`src/rtl/pmc_pkg.sv`:
```
// Shared types and defaults for the serial pattern-match controller.
// Holds the controller state encoding and default widths.
package pmc_pkg;

  localparam int PAT_W_DEF = 8;
  localparam int CNT_W_DEF = 8;

  typedef enum logic [1:0] {
    IDLE = 2'd0,
    LOAD = 2'd1,
    RUN  = 2'd2,
    DONE = 2'd3
  } state_e;

endpackage

```
`src/rtl/pmc_window.sv`:
```
// Match window: shift register, fill counter and masked pattern compare.
// Ports: clear/accept/bit_in from control, len/pattern/overlap cfg, hit out.
module pmc_window
  import pmc_pkg::*;
#(
  parameter int PAT_W = PAT_W_DEF,
  parameter int LEN_W = $clog2(PAT_W) + 1
) (
  input  logic             clk,
  input  logic             rst_n,
  input  logic             clear,
  input  logic             accept,
  input  logic             bit_in,
  input  logic             overlap,
  input  logic [LEN_W-1:0] len,
  input  logic [PAT_W-1:0] pattern,
  output logic             hit
);

  logic [PAT_W-1:0] window_q, window_d;
  logic [LEN_W-1:0] fill_q, fill_d;
  logic [PAT_W-1:0] win_shift;
  logic [PAT_W-1:0] mask;
  logic [LEN_W-1:0] fill_inc;
  logic             full;

  always_comb begin
    win_shift = {window_q[PAT_W-2:0], bit_in};
    mask = '0;
    for (int i = 0; i < PAT_W; i++) begin
      mask[i] = (i < int'(len));
    end
    fill_inc = fill_q + 1'b1;
    full = (fill_inc >= len);
    hit = accept && full &&
          ((win_shift & mask) == (pattern & mask));
    window_d = window_q;
    fill_d = fill_q;
    if (clear) begin
      window_d = '0;
      fill_d = '0;
    end else if (accept) begin
      window_d = win_shift;
      fill_d = full ? len : fill_inc;
      // Non-overlap: the matched bits must be refilled before the next hit.
      if (hit && !overlap) begin
        fill_d = '0;
      end
    end
  end

  always_ff @(posedge clk or negedge rst_n) begin
    if (!rst_n) begin
      window_q <= '0;
      fill_q <= '0;
    end else begin
      window_q <= window_d;
      fill_q <= fill_d;
    end
  end

endmodule

```
`src/rtl/pattern_match_ctrl.sv`:
```
// Serial bit-pattern detection controller: FSM, cfg regs, match counter.
// Ports: cfg_* config, start/stop, bit_valid/bit_in/bit_ready, match/cnt/busy/done.
module pattern_match_ctrl
  import pmc_pkg::*;
#(
  parameter int PAT_W = PAT_W_DEF,
  parameter int CNT_W = CNT_W_DEF
) (
  input  logic                       clk,
  input  logic                       rst_n,
  input  logic                       cfg_we,
  input  logic [PAT_W-1:0]           cfg_pattern,
  input  logic [$clog2(PAT_W):0]     cfg_len,
  input  logic                       cfg_overlap,
  input  logic [CNT_W-1:0]           cfg_target,
  input  logic                       start,
  input  logic                       stop,
  input  logic                       bit_valid,
  input  logic                       bit_in,
  output logic                       bit_ready,
  output logic                       match,
  output logic [CNT_W-1:0]           match_cnt,
  output logic                       busy,
  output logic                       done
);

  localparam int LEN_W = $clog2(PAT_W) + 1;

  state_e           state_q, state_d;
  logic [PAT_W-1:0] pat_q, pat_d;
  logic [LEN_W-1:0] len_q, len_d;
  logic             ovl_q, ovl_d;
  logic [CNT_W-1:0] tgt_q, tgt_d;
  logic [CNT_W-1:0] cnt_q, cnt_d;
  logic             match_q, match_d;
  logic             done_q, done_d;

  logic             accept;
  logic             hit;
  logic             last;
  logic             cfg_ok;
  logic [LEN_W-1:0] len_c;
  logic [CNT_W:0]   cnt_inc;

  pmc_window #(
    .PAT_W (PAT_W),
    .LEN_W (LEN_W)
  ) u_window (
    .clk     (clk),
    .rst_n   (rst_n),
    .clear   (state_q == LOAD),
    .accept  (accept),
    .bit_in  (bit_in),
    .overlap (ovl_q),
    .len     (len_q),
    .pattern (pat_q),
    .hit     (hit)
  );

  always_comb begin
    bit_ready = (state_q == RUN) && !stop;
    accept = bit_valid && bit_ready;
    cnt_inc = {1'b0, cnt_q} + 1'b1;
    // Compare in CNT_W+1 bits so a saturated count never re-hits target.
    last = hit && (tgt_q != '0) && (cnt_inc == {1'b0, tgt_q});
    cfg_ok = cfg_we && ((state_q == IDLE) || (state_q == DONE));

    if (cfg_len == '0) begin
      len_c = LEN_W'(1);
    end else if (cfg_len > LEN_W'(PAT_W)) begin
      len_c = LEN_W'(PAT_W);
    end else begin
      len_c = cfg_len;
    end

    pat_d = pat_q;
    len_d = len_q;
    ovl_d = ovl_q;
    tgt_d = tgt_q;
    if (cfg_ok) begin
      pat_d = cfg_pattern;
      len_d = len_c;
      ovl_d = cfg_overlap;
      tgt_d = cfg_target;
    end

    state_d = state_q;
    unique case (state_q)
      IDLE: if (!stop && start) state_d = LOAD;
      LOAD: state_d = RUN;
      RUN: begin
        if (stop) state_d = IDLE;
        else if (last) state_d = DONE;
      end
      DONE: begin
        if (stop) state_d = IDLE;
        else if (start) state_d = LOAD;
      end
      default: state_d = IDLE;
    endcase

    cnt_d = cnt_q;
    if (state_q == LOAD) begin
      cnt_d = '0;
    end else if (hit && !(&cnt_q)) begin
      cnt_d = cnt_inc[CNT_W-1:0];
    end

    match_d = hit;
    done_d = (state_q == RUN) && (state_d == DONE);
  end

  always_ff @(posedge clk or negedge rst_n) begin
    if (!rst_n) begin
      state_q <= IDLE;
      pat_q <= '0;
      len_q <= LEN_W'(1);
      ovl_q <= 1'b0;
      tgt_q <= '0;
      cnt_q <= '0;
      match_q <= 1'b0;
      done_q <= 1'b0;
    end else begin
      state_q <= state_d;
      pat_q <= pat_d;
      len_q <= len_d;
      ovl_q <= ovl_d;
      tgt_q <= tgt_d;
      cnt_q <= cnt_d;
      match_q <= match_d;
      done_q <= done_d;
    end
  end

  assign match = match_q;
  assign match_cnt = cnt_q;
  assign done = done_q;
  assign busy = (state_q == LOAD) || (state_q == RUN);

endmodule

```
`config.mk`:
```
export PLATFORM = sky130hd
export DESIGN_NAME = pattern_match_ctrl
export DESIGN_NICKNAME = d
export VERILOG_FILES = /design/src/rtl/pmc_pkg.sv /design/src/rtl/pmc_window.sv /design/src/rtl/pattern_match_ctrl.sv
export SDC_FILE = /design/constraint.sdc
export NUM_CORES = 1
export LEC_CHECK = 0
export BUFFER_PORTS_ARGS = -buffer_cell sky130_fd_sc_hd__buf_2
export CAP_MARGIN = 30
export CORE_MARGIN = 4
export CORE_UTILIZATION = 30
export CTS_CLUSTER_SIZE = 10
export DETAILED_ROUTE_END_ITERATION = 7
export GPL_ROUTABILITY_DRIVEN = 0
export HOLD_SLACK_MARGIN = 0.12
export SKIP_CTS_REPAIR_TIMING = 1
export SYNTH_ARGS = -nofsm -noshare
export SYNTH_HDL_FRONTEND = slang
export SYNTH_SLANG_ARGS = --single-unit
```
`constraint.sdc`:
```
create_clock -name clk -period 2.8 [get_ports clk]
set_clock_uncertainty 0.2 [all_clocks]
set_input_delay 0.42 -clock clk [delete_from_list [all_inputs] [get_ports clk]]
set_output_delay 0.42 -clock clk [all_outputs]
set_load 0.02 [all_outputs]
```
==> flow_results.org <==
** Setup path
- Type of the worst setup path :: flip-flop to flip-flop
- By instance count, the cell type seen most on the critical path is sky130_fd_sc_hd__ha_1.
- Counting both buffers and inverters, the worst setup path holds a total of 1.
- CP peak stage delay :: 0.43 ns
- Worst path slowest cell :: sky130_fd_sc_hd__dfrtp_1
- Critical Path RT :: 2.83 ns
- Worst EP arrival :: 2.70 ns
- The worst setup path is launched from a flip-flop.
- STA classifies the critical path endpoint as a flip-flop.
- CP max FO :: 7
- Cell-by-cell listing of the critical path :: ha_1, ha_1, a2111oi_4, nor4_2, nand3_2, buf_4, or3_1, a21oi_1
- Grouping stages by cell kind, the critical path spends the most delay in simple AND/OR/NAND/NOR gates.

** STA
- For the pin with the worst max-slew slack, the measured transition is 0.697 ns.
- In the final timing run, aggregate negative setup slack is 0 ns.
- Setup repair after global routing missed its margin :: no
- Slew margin rel. :: 0.535
- In the finished design, the share of the clock period the worst path needs comes to 0.955.
- The routed design could run at a clock period as short as 2.67 ns.
- Setup slack on the critical path of the routed design comes to 0.127 ns.
- Setup violation total in the final timing report :: 0
- The number of endpoints with negative hold slack in the final report was 0.
- Max frequency :: 374 MHz
- Number of pins with negative max-slew slack in the final report :: 0

** CTS
- TritonCTS created 5 clock buffers.
- # H-tree levels :: 2
- For this design, the sink count on the clock tree is 44.
- CTS placed an instance of sky130_fd_sc_hd__clkbuf_8 at the clock tree root.
- Longest Clk Path Bufs :: 2
- TritonCTS built the clock tree.
- CTS clk-pin slew, worst paths :: 0.08 ns
- Worst-skew pair later-pin latency :: 0.29 ns

** Global route
- Gr usage total :: 0.120
- The first global-routing pass estimated 9560 um of wire.
- Via count of the first global-routing pass :: 2069
- Entering global routing, the biggest net connects 27 pins.
- Global route overflow :: 0
- The number of antenna violations at the first check in global routing was 0.

** Die
- The die covers 9900 um^2.
- Initial core utilization :: 0.307
- Die W :: 99.5 um
- Top-level I/O count :: 40
- The total area inside the core boundary comes to 8180 um^2.
- Vertical die dimension :: 99.5 um
- Number of rows created at floorplan :: 33

** Placed design
- Post-DP HPWL :: 4300 um
- Before CTS, the worst setup slack after placement is 0.0947 ns.
- Quantity of I/O buffers inserted on ports :: 39

** Finish
- Post-layout net count :: 367
- Fraction of the core area covered by cells at the end of the flow :: 0.365
- Register area :: 1100 um^2
- 0 antenna diodes ended up in the layout.
- Fraction of final layout cells sized beyond drive strength 1 :: 0.197
- Counting the fill cells in the layout gives 836.
- Leading cell type in the layout, fill and taps excluded :: sky130_fd_sc_hd__nand2_1
- Compared with the post-synthesis result, the final layout area differs by 18.7%.
- The multi-input combinational cells in the finished layout cover a total of 1330 um^2.
- Leaving out fill and tap cells, the most frequent cells in the layout are 72 x sky130_fd_sc_hd__nand2_1, 43 x sky130_fd_sc_hd__dfrtp_1, 39 x sky130_fd_sc_hd__buf_2.

** Run
- Number of max-capacitance violations reported :: 0

** Detailed routing
- Routed wire length :: 5720 um
- Iteration-0 DRC Markers :: 51
- In the routed design, unresolved DRC markers number 0.
- Via count :: 2092
- Wire length per cell :: 13.2 um
- Antenna-violating nets left :: 0
- After detailed routing, the number of vias per cell comes to 4.81.
- The first TritonRoute pass finished after 4 iterations.

** Logic synthesis
- Each instance of the synthesized netlist takes up on average 8.87 um^2.
- The synthesized netlist occupies a cell area of 2510 um^2.
- Of the synthesized area, sequential elements account for 0.439.
- When the netlist entered floorplanning its net count stood at 321.
- Synth warn :: 0
- In the synthesized netlist, the number of instances is 283.
- The netlist uses 46 different library cells.
- The synthesized design contains 44 register bits.

** Pwr
- Power density relative to cell area :: 709 nW/um^2
- Across the VDD grid, the largest voltage drop is 0.206 mV.
- Leak Pwr :: 1.35 nW

** Hold path
- HP Class :: primary input to flip-flop

** Run status
- Status :: finished clean
## stage by stage
| step | cells | hold WS (ns) | total power [mW] | cell area, um^2 |
|---|---|---|---|---|
| 4_1_cts | 430 | -0.140 | 2.13 | 2920 |
| 2_1_floorplan | 283 | -0.0756 | 1.50 | 2510 |
| 3_3_place_gp | 422 | 0.184 | 1.70 | 2830 |
| 5_1_grt | 435 | 0.122 | 2.27 | 2980 |
| 3_5_place_dp | 422 | 0.185 | 1.71 | 2830 |
| 6_report | 435 | 0.113 | 2.11 | 2980 |
## registers in the layout, indices dropped and copies added (netlist names), 2 cells and up
name / cells
match_cnt: 8
pat_q: 8
tgt_q: 8
u_window.window_q: 7
len_q: 4
u_window.fill_q: 4
state_q: 2
## cell families after synthesis
logic type / synth area share
AO/OA/AOI/OAI: 0.146
XOR/XNOR: 0.0698
adder cells (fa/ha/maj): 0.0498
buffers and inverters: 0.0359
flip-flops: 0.439
multiplexers: 0.0159
AND/OR/NAND/NOR: 0.243
## Yosys cell counts (all sizes together)
| master | count | area (um^2) |
|---|---|---|
| a2111o | 1 | 11.3 |
| a2111oi | 1 | 27.5 |
| a211o | 3 | 26.3 |
| a211oi | 1 | 7.51 |
| a21boi | 1 | 7.51 |
| a21oi | 20 | 100 |
| a22oi | 1 | 7.51 |
| a31oi | 4 | 25.0 |
| and2 | 1 | 6.26 |
| and4b | 1 | 10.0 |
| buf | 5 | 33.8 |
| clkbuf | 7 | 26.3 |
| dfrtp | 43 | 1080 |
| dfstp | 1 | 26.3 |
| ha | 10 | 125 |
| inv | 8 | 30.0 |
| mux2i | 4 | 40.0 |
| nand2 | 73 | 277 |
| nand2b | 3 | 18.8 |
| nand3 | 12 | 70.1 |
| nand3b | 2 | 15.0 |
| nand4 | 4 | 25.0 |
| nor2 | 14 | 55.1 |
| nor2b | 4 | 25.0 |
| nor3 | 3 | 25.0 |
| nor3b | 1 | 7.51 |
| nor4 | 1 | 12.5 |
| nor4b | 1 | 8.76 |
| o21a | 1 | 7.51 |
| o21ai | 16 | 80.1 |
| o22ai | 2 | 12.5 |
| o311ai | 1 | 8.76 |
| o31ai | 4 | 30.0 |
| o32ai | 1 | 16.3 |
| or2 | 1 | 6.26 |
| or3 | 3 | 18.8 |
| or4 | 4 | 30.0 |
| xnor2 | 15 | 131 |
| xor2 | 5 | 43.8 |
## worst paths after layout
| kind | startpoint | end | slack (ns) | cells past startpoint |
|---|---|---|---|---|
| worst min-delay path | cfg_pattern[1] | pat_q[1] | 0.11 | 3 |
| worst min register to register | pat_q[3] | pat_q[3] | 0.30 | 2 |
| min in group asynchronous | rst_n | u_window.fill_q[3] | 0.39 | 2 |
| worst max-delay path | u_window.fill_q[0] | match_cnt[4] | 0.13 | 8 |
| worst max register to register | u_window.fill_q[0] | match_cnt[4] | 0.13 | 8 |
| max in group asynchronous | rst_n | tgt_q[7] | 1.32 | 3 |
## where the power goes
part,internal [mW],switching (mW)
clock,0.202,0.212
combinational,0.324,0.438
sequential,0.785,0.154
total,1.31,0.804
## routing by layer
metal  part of all wire  GRT usage
met1               0.48      0.152
met2               0.47      0.198
met3              0.036     0.0288
met4              0.014     0.0431
met5                  0          0
## layout make-up
class | instances | share of cell area
repair buffers | 51 | 0.0999
well taps | 105 | 0.0441
multi-input cells | 219 | 0.446
inverters | 8 | 0.0101
flip-flops and latches | 44 | 0.370
clock buffers | 8 | 0.0302
## worst register-to-register path: cells and delay by family, from the launching register on
family / cells / cell delay (ns)
buffers and inverters: 1 / 0.20
and+or+nand+nor: 3 / 0.87
DFF: 1 / 0.43
adders and majority gates: 2 / 0.68
AOI/OAI and AO/OA: 2 / 0.23
Power figures use the tool's default switching activity.
